===== config.mk =====
export PLATFORM = sky130hd
export DESIGN_NAME = mdu_seq
export DESIGN_NICKNAME = d
export VERILOG_FILES = /design/src/rtl/mdu_pkg.sv /design/src/rtl/mdu_div_step.sv /design/src/rtl/mdu_seq.sv
export SDC_FILE = /design/constraint.sdc
export NUM_CORES = 2
export LEC_CHECK = 0
export ABC_AREA = 1
export BUFFER_PORTS_ARGS = -buffer_cell sky130_fd_sc_hd__buf_4
export CORE_MARGIN = 10
export CORE_UTILIZATION = 57
export CTS_CLUSTER_DIAMETER = 120
export DETAILED_ROUTE_END_ITERATION = 7
export PLACE_DENSITY = 0.81
export SLEW_MARGIN = 20
export SYNTH_ARGS = -nofsm -noshare
export SYNTH_HDL_FRONTEND = slang
export SYNTH_SLANG_ARGS = --single-unit
export TNS_END_PERCENT = 10

===== constraint.sdc =====
create_clock -name clk_i -period 15.2 [get_ports clk_i]
set_clock_uncertainty 0.05 [all_clocks]
set_input_delay 3.04 -clock clk_i [delete_from_list [all_inputs] [get_ports clk_i]]
set_output_delay 3.04 -clock clk_i [all_outputs]
set_load 0.01 [all_outputs]

===== src/rtl/mdu_pkg.sv =====
// mdu_pkg: shared definitions for the multiply/divide sequencer.
//   MDU_DATA_W  default operand / HI / LO width
//   MDU_*       op_i encodings (MULT, MULTU, DIV, DIVU)
//   mdu_state_e sequencer state encoding
package mdu_pkg;

    localparam int unsigned MDU_DATA_W = 32;

    localparam logic [1:0] MDU_MULT  = 2'b00;
    localparam logic [1:0] MDU_MULTU = 2'b01;
    localparam logic [1:0] MDU_DIV   = 2'b10;
    localparam logic [1:0] MDU_DIVU  = 2'b11;

    typedef enum logic [1:0] {
        StIdle,
        StMul,
        StDiv,
        StFix
    } mdu_state_e;

endpackage


===== src/rtl/mdu_div_step.sv =====
// mdu_div_step: one combinational restoring-division step.
//   rem_i, quo_i  partial remainder and dividend/quotient shift register
//   div_i         divisor (unsigned magnitude, non-zero)
//   rem_o, quo_o  values after shifting in one dividend bit and a trial subtract
module mdu_div_step #(
    parameter int unsigned DATA_W = 32
) (
    input  logic [DATA_W-1:0] rem_i,
    input  logic [DATA_W-1:0] quo_i,
    input  logic [DATA_W-1:0] div_i,
    output logic [DATA_W-1:0] rem_o,
    output logic [DATA_W-1:0] quo_o
);

    logic [DATA_W:0] shifted;
    logic [DATA_W:0] diff;

    always_comb begin
        shifted = {rem_i, quo_i[DATA_W-1]};
        // shifted < 2*divisor, so a non-negative difference always fits in DATA_W bits
        // and the top bit of diff is a clean borrow.
        diff    = shifted - {1'b0, div_i};
        if (diff[DATA_W]) begin
            rem_o = shifted[DATA_W-1:0];
            quo_o = {quo_i[DATA_W-2:0], 1'b0};
        end else begin
            rem_o = diff[DATA_W-1:0];
            quo_o = {quo_i[DATA_W-2:0], 1'b1};
        end
    end

endmodule


===== src/rtl/mdu_seq.sv =====
// mdu_seq: MIPS multiply/divide sequencer owning the HI/LO registers.
//   start_i/op_i/a_i/b_i  launch MULT/MULTU/DIV/DIVU from EX
//   flush_i               abort the in-flight op (HI/LO untouched)
//   hilo_rd_i             MFHI/MFLO in ID (stall source)
//   hi_we_i/lo_we_i/wdata_i  MTHI/MTLO, honoured only when idle
//   busy_o, done_o        op in flight / one-cycle completion pulse
//   stall_o               combinational stall to hazard logic
//   hi_o, lo_o            registered HI/LO
// Optional build macro MDU_DIV0_FLAG_EN adds div0_o, pulsing with done_o when a
// divide by zero completes.
module mdu_seq
    import mdu_pkg::*;
#(
    parameter int unsigned DATA_W  = MDU_DATA_W,
    parameter int unsigned MUL_LAT = 4
) (
    input  logic              clk_i,
    input  logic              rst_i,
    input  logic              start_i,
    input  logic [1:0]        op_i,
    input  logic [DATA_W-1:0] a_i,
    input  logic [DATA_W-1:0] b_i,
    input  logic              flush_i,
    input  logic              hilo_rd_i,
    input  logic              hi_we_i,
    input  logic              lo_we_i,
    input  logic [DATA_W-1:0] wdata_i,
    output logic              busy_o,
    output logic              done_o,
    output logic              stall_o,
`ifdef MDU_DIV0_FLAG_EN
    output logic              div0_o,
`endif
    output logic [DATA_W-1:0] hi_o,
    output logic [DATA_W-1:0] lo_o
);

    localparam int unsigned CntMax = (MUL_LAT > DATA_W) ? MUL_LAT : DATA_W;
    localparam int unsigned CntW   = (CntMax > 1) ? $clog2(CntMax) : 1;

    mdu_state_e          state_q;
    logic [CntW-1:0]     cnt_q;
    logic [1:0]          op_q;
    logic [DATA_W-1:0]   a_q, b_q;
    logic [DATA_W-1:0]   rem_q, quo_q;
    logic [DATA_W-1:0]   hi_q, lo_q;
    logic                done_q;
    logic                div0_q;

    logic [DATA_W-1:0]   a_mag_in;
    logic [DATA_W-1:0]   divisor;
    logic [DATA_W-1:0]   rem_nxt, quo_nxt;
    logic [2*DATA_W-1:0] a_ext, b_ext, product;
    logic                is_div_s;
    logic [DATA_W-1:0]   quo_fix, rem_fix;

    always_comb begin
        // Only DIV works on magnitudes; DIVU divides raw values.
        a_mag_in = (op_i == MDU_DIV && a_i[DATA_W-1]) ? (~a_i + 1'b1) : a_i;
        is_div_s = (op_q == MDU_DIV);
        divisor  = (is_div_s && b_q[DATA_W-1]) ? (~b_q + 1'b1) : b_q;

        // Low 2W bits of a sign/zero-extended product equal the signed/unsigned result.
        a_ext    = {{DATA_W{(op_q == MDU_MULT) & a_q[DATA_W-1]}}, a_q};
        b_ext    = {{DATA_W{(op_q == MDU_MULT) & b_q[DATA_W-1]}}, b_q};
        product  = a_ext * b_ext;

        // 0x80000000 / -1 falls out naturally: the negated magnitude wraps back.
        quo_fix  = (is_div_s && (a_q[DATA_W-1] ^ b_q[DATA_W-1])) ? (~quo_q + 1'b1) : quo_q;
        rem_fix  = (is_div_s && a_q[DATA_W-1]) ? (~rem_q + 1'b1) : rem_q;
    end

    mdu_div_step #(
        .DATA_W (DATA_W)
    ) u_div_step (
        .rem_i (rem_q),
        .quo_i (quo_q),
        .div_i (divisor),
        .rem_o (rem_nxt),
        .quo_o (quo_nxt)
    );

`ifdef MDU_DIV0_FLAG_EN
    logic div0_out_q;
`endif

    always_ff @(posedge clk_i) begin
        if (rst_i) begin
            state_q <= StIdle;
            cnt_q   <= '0;
            op_q    <= MDU_MULT;
            a_q     <= '0;
            b_q     <= '0;
            rem_q   <= '0;
            quo_q   <= '0;
            hi_q    <= '0;
            lo_q    <= '0;
            done_q  <= 1'b0;
            div0_q  <= 1'b0;
`ifdef MDU_DIV0_FLAG_EN
            div0_out_q <= 1'b0;
`endif
        end else begin
            done_q <= 1'b0;
`ifdef MDU_DIV0_FLAG_EN
            div0_out_q <= 1'b0;
`endif
            case (state_q)
                StIdle: begin
                    if (hi_we_i) hi_q <= wdata_i;
                    if (lo_we_i) lo_q <= wdata_i;
                    if (start_i && !flush_i) begin
                        op_q  <= op_i;
                        a_q   <= a_i;
                        b_q   <= b_i;
                        rem_q <= '0;
                        quo_q <= a_mag_in;
                        if (!op_i[1]) begin
                            state_q <= StMul;
                            cnt_q   <= CntW'(MUL_LAT - 1);
                            div0_q  <= 1'b0;
                        end else if (b_i == '0) begin
                            state_q <= StFix;
                            div0_q  <= 1'b1;
                        end else begin
                            state_q <= StDiv;
                            cnt_q   <= CntW'(DATA_W - 1);
                            div0_q  <= 1'b0;
                        end
                    end
                end
                StMul: begin
                    if (flush_i) begin
                        state_q <= StIdle;
                    end else if (cnt_q == '0) begin
                        {hi_q, lo_q} <= product;
                        done_q       <= 1'b1;
                        state_q      <= StIdle;
                    end else begin
                        cnt_q <= cnt_q - CntW'(1);
                    end
                end
                StDiv: begin
                    if (flush_i) begin
                        state_q <= StIdle;
                    end else begin
                        rem_q <= rem_nxt;
                        quo_q <= quo_nxt;
                        if (cnt_q == '0) state_q <= StFix;
                        else             cnt_q   <= cnt_q - CntW'(1);
                    end
                end
                StFix: begin
                    if (!flush_i) begin
                        if (div0_q) begin
                            lo_q <= '1;
                            hi_q <= a_q;
                        end else begin
                            lo_q <= quo_fix;
                            hi_q <= rem_fix;
                        end
                        done_q <= 1'b1;
`ifdef MDU_DIV0_FLAG_EN
                        div0_out_q <= div0_q;
`endif
                    end
                    state_q <= StIdle;
                end
                default: state_q <= StIdle;
            endcase
        end
    end

    assign busy_o  = (state_q != StIdle);
    assign done_o  = done_q;
    assign stall_o = busy_o & (hilo_rd_i | hi_we_i | lo_we_i | start_i);
    assign hi_o    = hi_q;
    assign lo_o    = lo_q;
`ifdef MDU_DIV0_FLAG_EN
    assign div0_o  = div0_out_q;
`endif

endmodule


== Word-level counts from Yosys, hierarchy flattened ==
Cells that the tools add are included.

* Reduce and logical (&&, ||, !) cells: 21
* Mux-type cells: 44
* Equality and inequality tests: 17
* Bitwise operators: 11
* $add $sub $neg: 6
* Multiply operators: 1

{| class="wikitable"
|+ Operators with widths
! cell !! number
|-
| $mux 32 || 19
|-
| $pmux 32 s3 || 2
|-
| $add 32x1->32 const B || 4
|-
| $not 32->32 || 4
|-
| $pmux 32 s2 || 2
|-
| $mul 33x33->64 || 1
|-
| $sub 33x32->33 || 1
|-
| $logic_not 32->1 || 1
|-
| $mux 5 || 5
|-
| $ne 2x2->1 const B || 9
|-
| $reduce_and 5->1 || 3
|-
| $mux 2 || 6
|-
| $pmux 5 s2 || 1
|-
| $ne 3x3->1 const B || 3
|-
| $eq 2x2->1 const B || 4
|-
| $pmux 2 s4 || 1
|-
| $mux 1 || 7
|-
| $reduce_and 3->1 || 2
|-
| $reduce_bool 2->1 || 3
|-
| $logic_and 1x1->1 || 5
|-
| $logic_not 5->1 || 1
|-
| $sub 5x1->5 const B || 1
|-
| $logic_not 2->1 || 2
|-
| $and 1x1->1 || 3
|-
| 8 further kinds || 10
|}

* Logic and storage cells: 111
* Register bits after elaboration: 203
* Bits of input ports: 105
* Output and inout bits: 67

== Depth between registers and ports, before layout ==
* Depth in word-level cells: 7
* Mapped depth: 35

== By module ==
A second synthesis with hierarchy kept.

* Cell total of the unflattened synthesis: 7,850
* Area, all modules: 56,530.5 um^2

{| class="wikitable"
|+ By module, submodules not included
! module !! area an instance (um^2) !! cells each !! times used
|-
| mdu_seq || 53,147.2 || 7,139 || 1
|-
| mdu_div_step || 3,383.2 || 711 || 1
|}

== Worst setup path after synthesis ==
OpenSTA, ideal clock, no wires.

* Path kind: register to register
* Start: register op_q[0]
* End: register hi_q[22] (netlist: hi_o[22])
* Arrival: 7.314 ns
* Library setup time: 0.119 ns
* Setup slack: 7.716 ns
* Required time: 15.031 ns
* Buffers on the path: 2
* Cell stages (with the launch flop): 30
* Cell sequence: dfxtp_1 > nor2_1 > inv_1 > clkbuf_1 > buf_1 > nor2_1 > fa_1 > fa_1 > fa_1 > fa_1 > inv_1 > fa_1 > inv_1 > fa_1 > inv_1 > fa_1 > fa_1 > inv_1 > ha_1 > nand2_1 > nor2_1 > inv_1 > nor3_1 > nand2_1 > nor3_1 > nand2_1 > nand3_1 > nand2_1 > nand3_1 > a21oi_1

* Longest elaborated chain between the ends: 6
* Elaborated cells on any way between the ends: 12
* Those cells by class: mul: 1; eq/ne: 1; mux: 6; bitwise: 2; reduce/logical: 2

{| class="wikitable"
|+ RTL lines
! what !! RTL line !! RTL
|-
| start: declaration || mdu_seq.sv:43 || <nowiki>logic [1:0] op_q;</nowiki>
|-
| start signal: assignment || mdu_seq.sv:113 || <nowiki>op_q <= op_i;</nowiki>
|-
| $logic_not 2->1 or $eq 2x2->1 (tied branches) || mdu_seq.sv:64, mdu_seq.sv:65, mdu_seq.sv:60 ||
|-
| $and 1x1->1, or another cell as far along || mdu_seq.sv:64 || <nowiki>a_ext = {{DATA_W{(op_q == MDU_MULT) & a_q[DATA_W-1]}}, a_q};</nowiki>
|-
| $mul 33x33->64 or $mux 32 (tied branches) || mdu_seq.sv:66, mdu_seq.sv:70 ||
|-
| $mux 32, on equally long branches || mdu_seq.sv:135, mdu_seq.sv:155 ||
|-
| $mux 32, on equally long branches || mdu_seq.sv:133, mdu_seq.sv:154 ||
|-
| $pmux 32 s3 * || mdu_seq.sv:108 || <nowiki>case (state_q)</nowiki>
|-
| end signal: assignment || mdu_seq.sv:110 || <nowiki>if (hi_we_i) hi_q <= wdata_i;</nowiki>
|-
| end signal: assignment || mdu_seq.sv:136 || <nowiki>{hi_q, lo_q} <= product;</nowiki>
|-
| end signal: assignment || mdu_seq.sv:157 || <nowiki>hi_q <= a_q;</nowiki>
|-
| end: declaration || mdu_seq.sv:46 || <nowiki>logic [DATA_W-1:0] hi_q, lo_q;</nowiki>
|}

Mark *: on every way between the ends. The rest lies on a longest branch, timed or not. The select of a mux whose other input is x is not followed.
A chain may end at the register's enable or synchronous reset.

== Worst setup path after layout ==
* Start: register op_q[0]
* End: register hi_q[28] (netlist: hi_o[28])

The elaborated chain is that of the path after synthesis.

==> summary.md <==
| Metric | Value |
|---|---|
| Routed WL | `217500 um` |
| Final hold slack | `0.4198 ns` |
| Slew headroom | `0.2673` |
| Via count | `51.66k` |
| HPWL Detailed | `170900 um` |
| Fillcell total | `slightly below 9k` |
| Status | `finished clean` |
| Top FF cell, synth | `dfxtp_1` |
| Final setup viols | `0` |
| Count leader, synth | `nand2_1` |
| Actual slew at the worst max-slew pin | `1.098 ns` |
| Root buf cell | `clkbuf_16` |
| Post-DP Area | `0.05748 mm2` |
| Mapped Nets | `9210` |
| CTS Buffer Depth | `3` |
| Initial drt markers | `between 6k and 7k` |
| Syn avg cell area | `7.178 um2` |
| Core area | `0.09657 mm2` |
| Crit Path Category | `reg2reg` |
| CP most frequent cell | `fa_1` |
| Largest cells by area after synthesis | `fa_1 (41%), nand2_1 (14%), inv_1 (13%), dfxtp_1 (7.3%), ha_1 (5.8%)` |
| Worst-path maximum fanout | `29` |
| Drt pass-1 iters | `8` |
| Initial Util | `0.5741` |
| Unrepaired setup endpoints after global routing | `no` |
| Tcrit/Tclk final | `0.5835` |
| Most instantiated cells after synthesis | `nand2_1 (2085), inv_1 (1919), fa_1 (1126)` |
| Syn Inst Count | `7724` |
| Gpl congestion | `1.077` |
| Ys Warns | `0` |
| Layout area overhead | `5.364%` |
| Critical Path Max Stage Delay | `0.83 ns` |
| Critical Path Slowest Stage Cell | `fa_1` |
| H-tree lvl count | `1` |
| Static Leakage | `between 30 and 40 nW` |
| Nets | `between 9k and 10k` |
| Clock Latency Late Sink | `0.63 ns` |
| Final Hold Violating Endpoints | `0` |
| Synth top area share | `0.4066` |
| Critical Path RT | `15.64 ns` |
| Largest net degree at the start of global routing | `88` |
| Initial antenna violation count | `6` |
| Slew Viols, Final | `0` |
| Vias in the first global route | `52.77k` |
| Share of layout cells above drive strength 1 | `0.04953` |
| Drt drc | `0` |
| Final Cell Area | `0.05842 mm2` |
| Power Density | `178.0 mW/mm2` |
| Multi-input logic area | `between 0.04 and 0.05 mm2` |
| Placement Rows | `114` |
| Clock tree from TritonCTS | `done` |
| First-pass GRT wire length | `326400 um` |
| F_max | `112.7 MHz` |
| PostCTS Resize Cnt | `0` |
| Clk pin slew, worst setup/hold paths | `0.07 ns` |
| Setup_tns | `0 ns` |
| Postcts setup bufs | `0` |
| I/O Buffers | `roughly 170` |
| # IOs | `around 170` |
| Clock sinks | `203` |
| Worst hold path type | `reg2reg` |
| Setup crit start kind | `flop` |
| Tot GR Track Use | `0.3915` |
| Cell Area, Synth | `0.05544 mm2` |
| Cts hold-fix bufs | `0` |
| Library cells used by synthesis | `59` |
| Max-cap violation count | `0` |
| Die Height | `331.9 um` |
| Maximum vdd drop | `0.2180 mV` |
| #FFs+latches synth | `~200` |
| Hold path depth | `2` |
| Post-synth EDFFs | `0` |
| Yosys top cell by area | `fa_1` |
| WP data arrival | `~9.3 ns` |
| DRT antenna net count | `0` |
| Vias per inst | `5.784` |
| Worst reg-to-reg path cell count | `28` |
| Setup WS pre-CTS | `6.475 ns` |
| CP Capture Type | `flop` |
| Post-synth ARST share | `0` |
| Register area | `0.004064 mm2` |
| Die width | `331.9 um` |
| Sequential element share of the synthesized area | `0.07330` |
| Post-DR wirelength/cell | `24.36 um` |
| Die footprint | `roughly 0.11 mm2` |
| Crit path time final | `8.869 ns` |
| TritonCTS Buffers | `27` |
| Final worst slack | `6.331 ns` |
| Gr ovfl total | `0` |
## worst max-delay path, delay by kind of cell (launching register included)
family,cells,cell delay (ns)
buffers and inverters,7,1.31
and+or+nand+nor,11,2.12
DFF,1,0.32
AOI/OAI and AO/OA,1,0.08
adders and majority gates,9,4.83
## cell usage in the layout (no fill, tap or decap), types with 6 or more instances in the layout
cell / netlist / routed
nand2_1: 2085 / 2084
inv_1: 1919 / 1918
fa_1: 1126 / 1126
nor2_1: 418 / 414
a21oi_1: 384 / 384
nand3_1: 296 / 296
o21ai_0: 260 / 260
ha_1: 255 / 254
buf_4: 5 / 254
dfxtp_1: 203 / 203
nand4_1: 64 / 64
xor2_1: 49 / 49
nor3_1: 44 / 44
o21bai_1: 27 / 27
clkbuf_16: 0 / 27
o211ai_1: 24 / 24
xnor2_1: 18 / 18
o21a_1: 17 / 17
inv_2: 13 / 14
o21ai_1: 14 / 14
nor2_2: 12 / 12
or2_2: 12 / 12
a31oi_1: 11 / 11
nand2_2: 10 / 11
nor4_1: 10 / 10
o31ai_1: 9 / 9
nand3b_1: 8 / 8
a41oi_1: 6 / 6
## routing by layer
layer  up-vias  routed length, um  GRT usage
met2      3518              88600     0.5579
met1     25000              84550     0.5254
met5         -                 27          0
li1      22433                  -          -
met3       703              32180     0.1489
met4         4              12190     0.1728
## state kept, by name, summed over array words and instances, names as in the netlist
name and cells:
rem_q 32, cnt_q 5, op_q 2, lo_o 32, b_q 32, a_q 32
hi_o 32, state_q 2, div0_q 1, done_o 1, quo_q 32
## cell type report
class | count | area share
Multi-Input combinational cell | 5207 | 0.7297
Sequential cell | 203 | 0.06957
Clock buffer | 35 | 0.01294
Clock inverter | 13 | 0.003020
Tap cell | 1276 | 0.02733
Timing Repair Buffer | 254 | 0.03264
Antenna cell | 3 | 0.0001285
Inverter | 1940 | 0.1247
## path summary, 6_finish.rpt
path,start,endpoint,slack [ns]
setup / recovery,op_q[0]$_SDFFE_PP0P_,hi_o[28]$_SDFFE_PP0P_,6.33
hold / removal,cnt_q[4]$_SDFFE_PP0P_,cnt_q[4]$_SDFFE_PP0P_,0.42
setup reg to reg,op_q[0]$_SDFFE_PP0P_,hi_o[28]$_SDFFE_PP0P_,6.33
hold reg to reg,cnt_q[4]$_SDFFE_PP0P_,cnt_q[4]$_SDFFE_PP0P_,0.42
## where the power goes
group | switching [mW] | leakage [nW] | internal (mW) | total [mW]
Clock | 0.302 | 0.446 | 0.403 | 0.705
Combinational | 6.13 | 29.0 | 2.73 | 8.86
Sequential | 0.145 | 1.67 | 0.691 | 0.835
## cell families after synthesis
| family | share of synthesized area |
|---|---|
| compound gates | 0.07569 |
| xor+xnor | 0.01058 |
| fa+ha+maj | 0.4641 |
| buf+inv | 0.1585 |
| flops | 0.07330 |
| simple gates | 0.2178 |
## metrics by stage
| step | util | cells | power (mW) |
|---|---|---|---|
| 6_report | 0.6049 | 8931 | 10.40 |
| 5_1_grt | 0.6049 | 8928 | 11.18 |
| 3_3_place_gp | 0.5952 | 8880 | 9.315 |
| 4_1_cts | 0.6049 | 8928 | 10.15 |
| 3_5_place_dp | 0.5952 | 8880 | 9.347 |
| 2_1_floorplan | - | 7724 | 6.133 |
No activity file was read; power rests on OpenSTA's default activity.
